**src/rtl/xcore_seq_shifter.sv**
```systemverilog
// xcore_seq_shifter: multi-cycle shift/rotate unit, one bit position per clock.
// Ports: clk, rst (sync, active-high), start/op/din/shamt request,
//   ser_in serial fill bit, flush abort, busy/done/dout registered results.
module xcore_seq_shifter #(
  parameter int WIDTH   = 32,
  parameter int SHAMT_W = 5
) (
  input  logic               clk,
  input  logic               rst,
  input  logic               start,
  input  logic [2:0]         op,
  input  logic [WIDTH-1:0]   din,
  input  logic [SHAMT_W-1:0] shamt,
  input  logic               ser_in,
  input  logic               flush,
  output logic               busy,
  output logic               done,
  output logic [WIDTH-1:0]   dout
);

  localparam logic [2:0] OP_SLL  = 3'b000;
  localparam logic [2:0] OP_SRL  = 3'b001;
  localparam logic [2:0] OP_SRA  = 3'b010;
  localparam logic [2:0] OP_ROL  = 3'b011;
  localparam logic [2:0] OP_ROR  = 3'b100;
  localparam logic [2:0] OP_SLS  = 3'b101;
  localparam logic [2:0] OP_SRS  = 3'b110;
  localparam logic [2:0] OP_PASS = 3'b111;

  localparam logic [SHAMT_W-1:0] CNT_MAX = SHAMT_W'(WIDTH - 1);
  localparam logic [SHAMT_W-1:0] CNT_ONE = SHAMT_W'(1);

  typedef enum logic {
    S_IDLE,
    S_SHIFT
  } state_t;

  state_t             state;
  logic [WIDTH-1:0]   data;
  logic [SHAMT_W-1:0] cnt;
  logic [2:0]         mode;

  logic [WIDTH-1:0]   stepped;
  logic [SHAMT_W-1:0] cnt_init;

  assign dout = data;

  // One-position step of the held operand in the captured mode.
  always_comb begin
    stepped = data;
    case (mode)
      OP_SLL:  stepped = {data[WIDTH-2:0], 1'b0};
      OP_SRL:  stepped = {1'b0, data[WIDTH-1:1]};
      OP_SRA:  stepped = {data[WIDTH-1], data[WIDTH-1:1]};
      OP_ROL:  stepped = {data[WIDTH-2:0], data[WIDTH-1]};
      OP_ROR:  stepped = {data[0], data[WIDTH-1:1]};
      OP_SLS:  stepped = {data[WIDTH-2:0], ser_in};
      OP_SRS:  stepped = {ser_in, data[WIDTH-1:1]};
      default: stepped = data;
    endcase
  end

  // PASS never steps; oversized counts (non power-of-2 WIDTH) clamp.
  always_comb begin
    cnt_init = shamt;
    if (op == OP_PASS)
      cnt_init = '0;
    else if (shamt > CNT_MAX)
      cnt_init = CNT_MAX;
  end

  always_ff @(posedge clk) begin
    if (rst) begin
      state <= S_IDLE;
      busy  <= 1'b0;
      done  <= 1'b0;
      data  <= '0;
      cnt   <= '0;
      mode  <= OP_SLL;
    end else if (flush) begin
      // Partial data stays visible on dout.
      state <= S_IDLE;
      busy  <= 1'b0;
      done  <= 1'b0;
      cnt   <= '0;
    end else begin
      case (state)
        S_IDLE: begin
          done <= 1'b0;
          if (start) begin
            data  <= din;
            cnt   <= cnt_init;
            mode  <= op;
            busy  <= 1'b1;
            state <= S_SHIFT;
          end
        end
        S_SHIFT: begin
          if (cnt != '0) begin
            data <= stepped;
            cnt  <= cnt - CNT_ONE;
          end else begin
            busy  <= 1'b0;
            done  <= 1'b1;
            state <= S_IDLE;
          end
        end
        default: begin
          state <= S_IDLE;
          busy  <= 1'b0;
          done  <= 1'b0;
        end
      endcase
    end
  end

endmodule
```
**config.mk**
```make
export PLATFORM = sky130hd
export DESIGN_NAME = xcore_seq_shifter
export DESIGN_NICKNAME = d
export VERILOG_FILES = /design/src/rtl/xcore_seq_shifter.sv
export SDC_FILE = /design/constraint.sdc
export NUM_CORES = 1
export LEC_CHECK = 0
export ABC_AREA = 1
export CORE_ASPECT_RATIO = 0.75
export CORE_MARGIN = 4
export CORE_UTILIZATION = 50
export CTS_BUF_LIST = sky130_fd_sc_hd__clkbuf_8
export DETAILED_ROUTE_END_ITERATION = 12
export PLACE_DENSITY = 0.83
export SYNTH_ARGS = -nofsm -noshare
export SYNTH_HDL_FRONTEND = slang
export SYNTH_SLANG_ARGS = --single-unit
```
**constraint.sdc**
```tcl
create_clock -name clk -period 2 [get_ports clk]
set_clock_uncertainty 0.05 [all_clocks]
set_input_delay 0.2 -clock clk [delete_from_list [all_inputs] [get_ports clk]]
set_output_delay 0.2 -clock clk [all_outputs]
set_load 0.01 [all_outputs]
```
# Word-level counts from Yosys, hierarchy flattened
# Index checks and enable logic that the tools add are counted.
[totals]
regBits = 43
input_bits = 45
output_inout_bits = 34
word_cells = 49
[op_classes]
addsub = 1
magnitude_cmp = 1
eq_ne = 13
muxes = 17
bitwise_logic = 2
reduce_logical = 8
[ops]
columns = ["op", "n"]
rows = [
  ["$pmux W32 S7", 1],
  ["$mux W32", 2],
  ["$pmux W32 S2", 1],
  ["$mux W5", 4],
  ["$eq A3 B3 Y1 const B", 4],
  ["$pmux W5 S2", 1],
  ["$ne A8 B1 Y1 const B", 1],
  ["$ne A7 B1 Y1 const B", 1],
  ["$eq A3 B2 Y1 const B", 2],
  ["$ne A2 B2 Y1 const B", 3],
  ["$pmux W1 S2", 3],
  ["$gt A5 B5 Y1 const B", 1],
  ["$mux W1", 5],
  ["$reduce_and A5 Y1", 1],
  ["$reduce_bool A5 Y1", 1],
  ["$sub A5 B1 Y5 const B", 1],
  ["$reduce_and A2 Y1", 2],
  ["$reduce_and A4 Y1", 1],
  ["$eq A3 B1 Y1 const B", 1],
  ["$logic_not A3 Y1", 1],
  ["$reduce_and A3 Y1", 1],
  ["$ne A2 B1 Y1 const B", 1],
  ["$not A1 Y1", 2],
  ["$reduce_or A2 Y1", 1],
]

# Longest topological paths before layout
# Gate-level depths: netlist (run 1).
[logic_depth]
ltp_word = 5
mapped_depth = 11
mapped_depth_nobuf = 9

# Worst setup path before layout (run 1)
# Ideal clock, no wire load.
[synth_path]
kind = "register -> register"
start = "reg cnt[0]"
end = "reg data[1], in the netlist dout[1]"
setup_time_ps = 70
t_arrival_ps = 1309
required_ps = 1880
slack_ps = 570
path_stages_with_launch = 9
path_buffers = 1
synth_period_minus_slack_ps = 1430
cell_sequence = "dfxtp_1 inv_1 ha_1 nand4_1 nand4_2 buf_2 nor2_1 nand2_1 a21oi_1"
[synth_via]
elab_chain_cells = 3
[synth_lines]
columns = ["item", "line_no", "rtl"]
rows = [
  ["start, declared", "40", "logic [SHAMT_W-1:0] cnt;"],
  ["start signal, assigned", "92", "cnt <= cnt_init;"],
  ["start signal, assigned", "101", "cnt <= cnt - CNT_ONE;"],
  ["$reduce_bool A5 Y1", "99", "if (cnt != '0) begin"],
  ["$ne A2 B1 Y1 (no line)", "--", ""],
  ["$reduce_and A4 Y1 (no line)", "--", ""],
  ["end signal, assigned", "91", "data <= din;"],
  ["end signal, assigned", "100", "data <= stepped;"],
  ["end, declared", "39", "logic [WIDTH-1:0] data;"],
]
# No other way between the ends.
# A chain may end at the register's enable or synchronous reset.

# Worst setup path in the final report (run 1)
[layout_path]
start = "reg cnt[0]"
end = "reg data[31], in the netlist dout[31]"
[layout_via]
elab_chain_cells = 3
[layout_lines]
columns = ["item", "line_no"]
rows = [
  ["$reduce_bool A5 Y1", "99"],
  ["$ne A2 B1 Y1 (no line)", "--"],
  ["$reduce_and A5 Y1 (no line)", "--"],
]
# No other way between the ends.

==> PnR_summary.wiki, run 1 <==
{| class="wikitable"
! Metric !! Value
|-
| Clock transition at path regs || 80 ps
|-
| Clock network latency to the later pin of the worst-skew pair || 290 ps
|-
| VDD IR-drop max || 0.0003482 V
|-
| Kind of cell adding the most delay to the critical path || simple AND/OR/NAND/NOR gates
|-
| Multi-input combinational cell area || 1530 um^2
|-
| Power per cell area || 582.6 nW/um^2
|-
| Count of cell types in the netlist || 26
|-
| DRC violation count after routing || 0
|-
| Number of antenna violations at the first check in global routing || 0
|-
| Crit path max fanout || 6
|-
| Kind of start point of the critical path || register
|-
| Leakage power || 1.446 nW
|-
| Share of the clock period used by the worst path || 0.8606
|-
| Post-CTS setup buffers || 0
|-
| Slowest stage delay, CP || 360 ps
|-
| Worst Path Required || 2140 ps
|-
| Count of pins on the block boundary || 79
|-
| Final critical path time including I/O delays and setup || 1721 ps
|-
| Reg area || 860.8 um^2
|-
| Most area-hungry cell type in the Yosys netlist || dfxtp_1
|-
| Number of slew-limit violations in the final report || 0
|-
| Combined buffer and inverter count along the critical path || 2
|-
| Drt first-iter violations || 197
|-
| Largest cells by area after synthesis || dfxtp_1 (31%), nor2_1 (18%), nand2_1 (16%), a21oi_1 (7.4%), nand3_1 (7.1%)
|-
| Total half-perimeter wirelength after legalization and detailed placement || 5165 um
|-
| Post-Synthesis Cells || 477
|-
| Post-layout nets || 591
|-
| Hold Violations, Final || 0
|-
| Final ANT Viol Nets || 0
|-
| Number of cell rows || 23
|-
| Die ar. || 6794 um^2
|-
| TritonCTS buffer count || 5
|-
| Global-route wire length before repair || 12430 um
|-
| Synth Register Bits || 43
|-
| Min-Delay Path Class || register to register
|-
| Number of diodes added for antenna fixing || 0
|-
| Transition time at the pin with the least slew margin || 305.5 ps
|-
| Wire length after detailed routing || 7267 um
|-
| Deepest level of the CTS H-tree || 2
|-
| Clock Sinks || 43
|-
| Vertical die dimension || 72.39 um
|-
| Fraction of layout cells with a size suffix above 1 || 0.04779
|-
| GR Util All Layers || 0.2186
|-
| PostCTS Resize Cnt || 0
|-
| Clock tree from TritonCTS || yes
|-
| Total Negative Setup Slacks || 0 ps
|-
| Number of setup violations in the final report || 0
|-
| Number of vias per cell || 4.968
|-
| Pin count of the biggest net entering global routing || 63
|-
| Area of the mapped netlist || 2764 um^2
|-
| Setup slack of the most critical reg-to-reg path || 280 ps
|-
| Remaining max-slew budget at the tightest pin || 0.7963
|-
| Yosys Warn Count || 0
|-
| Total gr overflow || 0
|-
| Endpoint class of the critical path || register
|-
| Net count of the mapped netlist || 523
|-
| RSZ-0062 raised after global routing || false
|-
| Filler Cell Count || 495
|-
| X dimension of the die || 93.85 um
|-
| Initial DRT Pass Iterations || 5
|-
| Layout Area Growth over Synthesis || 31.46%
|-
| Critical path type || register to register
|-
| Average routed wire per standard cell || 11.74 um
|-
| CORE AREA || 5353 um^2
|-
| Fin util || 0.6788
|-
| Final weighted congestion in routability-driven placement || 0.8780
|-
| Maximum operating frequency || 581.0 MHz
|-
| Clock root cell || clkbuf_8
|-
| Worst-path cell with the longest stage delay || dfxtp_1
|-
| Vias post-DR || 3075
|-
| Post-CTS Hold Fix Bufs || 0
|-
| Status || completed
|-
| Number of global-route vias before repair || 2857
|-
| Maximum capacitance violations || 0
|-
| Post-Synthesis Mean Instance Area || 5.794 um^2
|-
| Critical Path, Cell by Cell || inv_1 -> ha_1 -> nand4_1 -> nand2_1 -> inv_1 -> nand3_1 -> nor2_1 -> nor2_1
|-
| Fraction of synthesized cell area taken by the top area cell type || 0.3115
|-
| Sequential fraction of the synthesis area || 0.3115
|-
| Initial Util || 0.5164
|-
| Longest Clk Path Bufs || 2
|-
| Port Buffer Count || 78
|-
| Signal arrival time at the worst endpoint || 1860 ps
|}
==> final timing paths <==
kind	cells past startpoint	endpoint	from
max	8	dout[31]$_SDFFE_PP0P_	cnt[0]$_SDFFE_PP0P_
min	2	done$_SDFFE_PP0P_	done$_SDFFE_PP0P_
max reg2reg	8	dout[31]$_SDFFE_PP0P_	cnt[0]$_SDFFE_PP0P_
min reg2reg	2	done$_SDFFE_PP0P_	done$_SDFFE_PP0P_
==> flip-flops by register name, indices dropped and copies added, names as in the netlist <==
signal and count:
dout 32, cnt 5, state 1, mode 3
done 1, busy 1
==> logic make-up (layout without fill, tap and decap cells) <==
| kind of cell | count (synthesis) | in the layout | share of synthesized area |
|---|---|---|---|
| AND/OR/NAND/NOR | 300 | 300 | 0.4445 |
| flip-flops | 43 | 43 | 0.3115 |
| AO/OA/AOI/OAI | 55 | 55 | 0.1046 |
| adder cells (fa/ha/maj) | 1 | 1 | 0.004526 |
| buffers and inverters | 78 | 145 | 0.1349 |
==> worst register-to-register path, cell delays in order, from the launching register on <==
cell and delay, ps:
dfxtp_1 360, inv_1 60, ha_1 230, nand4_1 210, nand2_1 170, inv_1 200, nand3_1 150, nor2_1 150
nor2_1 40
==> power breakdown <==
part | switching (mW) | total [mW] | internal, mW
clock network | 0.289 | 0.517 | 0.228
registers | 0.0610 | 0.970 | 0.909
logic | 0.338 | 0.629 | 0.291
total | 0.688 | 2.12 | 1.43
==> metrics by stage <==
step	hold slack [ps]	instance area (um^2)	total power, mW	worst slack [ps]	instances
finish	436.1	3633	2.117	278.8	619
global route	468.4	3633	2.240	113.2	619
CTS	436.9	3633	2.126	309.8	619
detailed placement	425.8	3561	1.615	280.5	613
global placement	420.8	3561	1.604	338.5	613
floorplan	330.2	2764	1.386	570.3	477
==> cell usage after synthesis (all sizes together) <==
library cell  instances
nor2                133
nand2               117
inv                  50
dfxtp                43
nand3                42
a21oi                41
buf                  25
o21ai                 8
nand4                 6
clkbuf                3
a211oi                2
a31oi                 2
a22oi                 1
ha                    1
nor3                  1
o32ai                 1
or2                   1
==> placed cells by master (no fill, tap or decap), drive strengths merged <==
master,instances
nand3,42
nand2,117
dfxtp,43
clkdlybuf4s50,78
nor2,133
a22oi,1
clkbuf,5
buf,11
a31oi,2
o21ai,8
o32ai,1
a211oi,2
nor3,1
or2,1
a21oi,41
inv,51
nand4,6
ha,1
==> layout make-up <==
type                       instances  area share
clock buffer                       5     0.01894
clock inverter                     1    0.001033
inverter                          50     0.05165
multi-input combinational        356      0.4211
sequential                        43      0.2369
tap                               75     0.02583
timing repair buffer              89      0.2445
==> routing by layer <==
layer  GRT usage  share of wire
met1      0.3004           0.47
met2      0.3564           0.46
met3     0.03731          0.064
met4     0.05929         0.0076
met5           0              0
(Power assumes the default switching activity.)
==> inputs of run 2 (changes only) <==
--- a/config.mk
+++ b/config.mk
@@ -8,10 +8,10 @@
 export ABC_AREA = 1
 export CORE_ASPECT_RATIO = 0.75
 export CORE_MARGIN = 4
-export CORE_UTILIZATION = 50
+export CORE_UTILIZATION = 40
 export CTS_BUF_LIST = sky130_fd_sc_hd__clkbuf_8
 export DETAILED_ROUTE_END_ITERATION = 12
-export PLACE_DENSITY = 0.83
+export PLACE_DENSITY = 0.69
 export SYNTH_ARGS = -nofsm -noshare
 export SYNTH_HDL_FRONTEND = slang
 export SYNTH_SLANG_ARGS = --single-unit
==> PnR_summary.wiki, run 2 (same netlist as run 1, synthesis figures left out) <==
{| class="wikitable"
! Metric !! Value
|-
| Status || completed
|-
| VDD IR-drop max || 0.0002960 V
|-
| CORE AREA || 6506 um^2
|-
| Number of global-route vias before repair || 2690
|-
| Clock Sinks || 43
|-
| Pre-CTS setup slack || 225.5 ps
|-
| Die ar. || 8318 um^2
|-
| Maximum operating frequency || 560.6 MHz
|-
| Initial Util || 0.4248
|-
| Setup crit start || state$_SDFF_PP0_
|-
| GR Util All Layers || 0.1864
|-
| Endpoint class of the critical path || register
|-
| Clock network latency to the later pin of the worst-skew pair || 300 ps
|-
| Number of vias per cell || 4.889
|-
| Longest Clk Path Bufs || 2
|-
| Relative contribution of the clock network to total power || 0.266
|-
| Number of setup violations in the final report || 0
|-
| Worst Path Required || 2130 ps
|-
| Number of diodes added for antenna fixing || 0
|-
| Number of placed instances with taps included || 617
|-
| Post-CTS Hold Fix Bufs || 0
|-
| Total half-perimeter wirelength after legalization and detailed placement || 5313 um
|-
| Post-CTS setup buffers || 0
|-
| Register share of total power || 0.446
|-
| Number of slew-limit violations in the final report || 0
|-
| Leakage power || 1.441 nW
|-
| Slowest stage delay, CP || 630 ps
|-
| Critical Path, Cell by Cell || nand4_1 -> nand4_2 -> buf_12 -> nor2_1 -> nand2_1 -> a21oi_1
|-
| Signal arrival time at the worst endpoint || 1910 ps
|-
| Kind of cell adding the most delay to the critical path || simple AND/OR/NAND/NOR gates
|-
| Post-layout nets || 589
|-
| Worst-path cell with the longest stage delay || dfxtp_1
|-
| Deepest level of the CTS H-tree || 2
|-
| Final critical path time including I/O delays and setup || 1784 ps
|-
| Fraction of layout cells with a size suffix above 1 || 0.04788
|-
| Vertical die dimension || 79.99 um
|-
| Power per cell area || 600.2 nW/um^2
|-
| Critical path type || register to register
|-
| Final standard cell area without fillers || 3641 um^2
|-
| Sw Share || 0.3273
|-
| Transition time at the pin with the least slew margin || 489.1 ps
|-
| Clock transition at path regs || 80 ps
|-
| Number of antenna violations at the first check in global routing || 0
|-
| Drt first-iter violations || 155
|-
| Reported net switching power || 0.7152 mW
|-
| Pin count of the biggest net entering global routing || 63
|-
| Average routed wire per standard cell || 12.31 um
|-
| Port Buffer Count || 78
|-
| Min-Delay Startpoint || done$_SDFFE_PP0P_
|-
| Number of cell rows || 25
|-
| Crit path max fanout || 62
|-
| X dimension of the die || 104.0 um
|-
| Final weighted congestion in routability-driven placement || 0.8360
|-
| Wire length after detailed routing || 7680 um
|-
| Post-placement cell area || 3553 um^2
|-
| Commonest non-fill, non-tap cell in the layout || nor2_1
|-
| Final setup margin || 216.3 ps
|-
| Total gr overflow || 0
|-
| Kind of start point of the critical path || register
|-
| Critical R2R Launch || state$_SDFF_PP0_
|-
| Global-route wire length before repair || 12960 um
|-
| PostCTS Resize Cnt || 0
|-
| Count of pins on the block boundary || 79
|-
| TritonCTS buffer count || 5
|-
| Part of the power in combinational logic || 0.288
|-
| Total Negative Setup Slacks || 0 ps
|-
| P_int || 1.470 mW
|-
| Count of placed standard cells in the final layout, fillers left out || 624
|-
| Remaining max-slew budget at the tightest pin || 0.6735
|-
| Clock tree from TritonCTS || yes
|-
| Layout Area Growth over Synthesis || 31.73%
|-
| Combined buffer and inverter count along the critical path || 1
|-
| Min-Delay Path Class || register to register
|-
| Number of flip-flops under the largest register name || 32
|-
| Maximum capacitance violations || 0
|-
| Vias post-DR || 3051
|-
| Clock root cell || clkbuf_8
|-
| Share of the clock period used by the worst path || 0.8918
|-
| RSZ-0062 raised after global routing || false
|-
| Initial DRT Pass Iterations || 4
|-
| DRC violation count after routing || 0
|-
| Final ANT Viol Nets || 0
|-
| Hold Violations, Final || 0
|-
| Most frequent cells in the layout || nor2_1 (133), nand2_1 (116), clkdlybuf4s50_1 (78)
|}
-- run 2: path summary, 6_finish.rpt --
check	depth (start not counted)	slack, ps	end
setup reg to reg	6	220	dout[2]$_SDFFE_PP0P_
setup / recovery	6	220	dout[2]$_SDFFE_PP0P_
hold reg to reg	2	430	done$_SDFFE_PP0P_
hold / removal	2	430	done$_SDFFE_PP0P_
-- run 2: routing by layer --
layer / share of wire / GRT usage
met5: 0 / 0
met3: 0.066 / 0.04365
met1: 0.49 / 0.2661
met2: 0.43 / 0.2866
met4: 0.0066 / 0.03718
-- run 2: through the flow --
stage	power, mW	hold WS (ps)	util
6_report	2.185	432.5	0.5596
5_1_grt	2.329	459.4	0.5596
4_1_cts	2.200	439.5	0.5596
3_5_place_dp	1.621	424.5	0.5462
3_3_place_gp	1.608	425.4	0.5462
2_1_floorplan	1.386	330.2	-
-- run 2: final cells by class --
cell class	count	area (um^2)
clock buffer	6	82.58
tap	81	101.3
clock inverter	1	5.005
inverter	50	187.7
sequential	43	860.8
multi-input combinational	356	1530
timing repair buffer	87	873.3
fill	675	2865
-- run 2: power groups by stage --
stage | clock network (mW) | registers, mW | logic, mW
6_report | 0.581 | 0.974 | 0.630
5_1_grt | 0.641 | 0.985 | 0.703
4_1_cts | 0.595 | 0.974 | 0.631
3_5_place_dp | 0 | 0.993 | 0.628
3_3_place_gp | 0 | 0.993 | 0.616
2_1_floorplan | 0 | 0.990 | 0.397
-- run 2: worst min-delay path, stage by stage, from the launching register on --
cell and delay [ps]:
dfxtp_1 320, nand3_1 70, a21oi_1 50
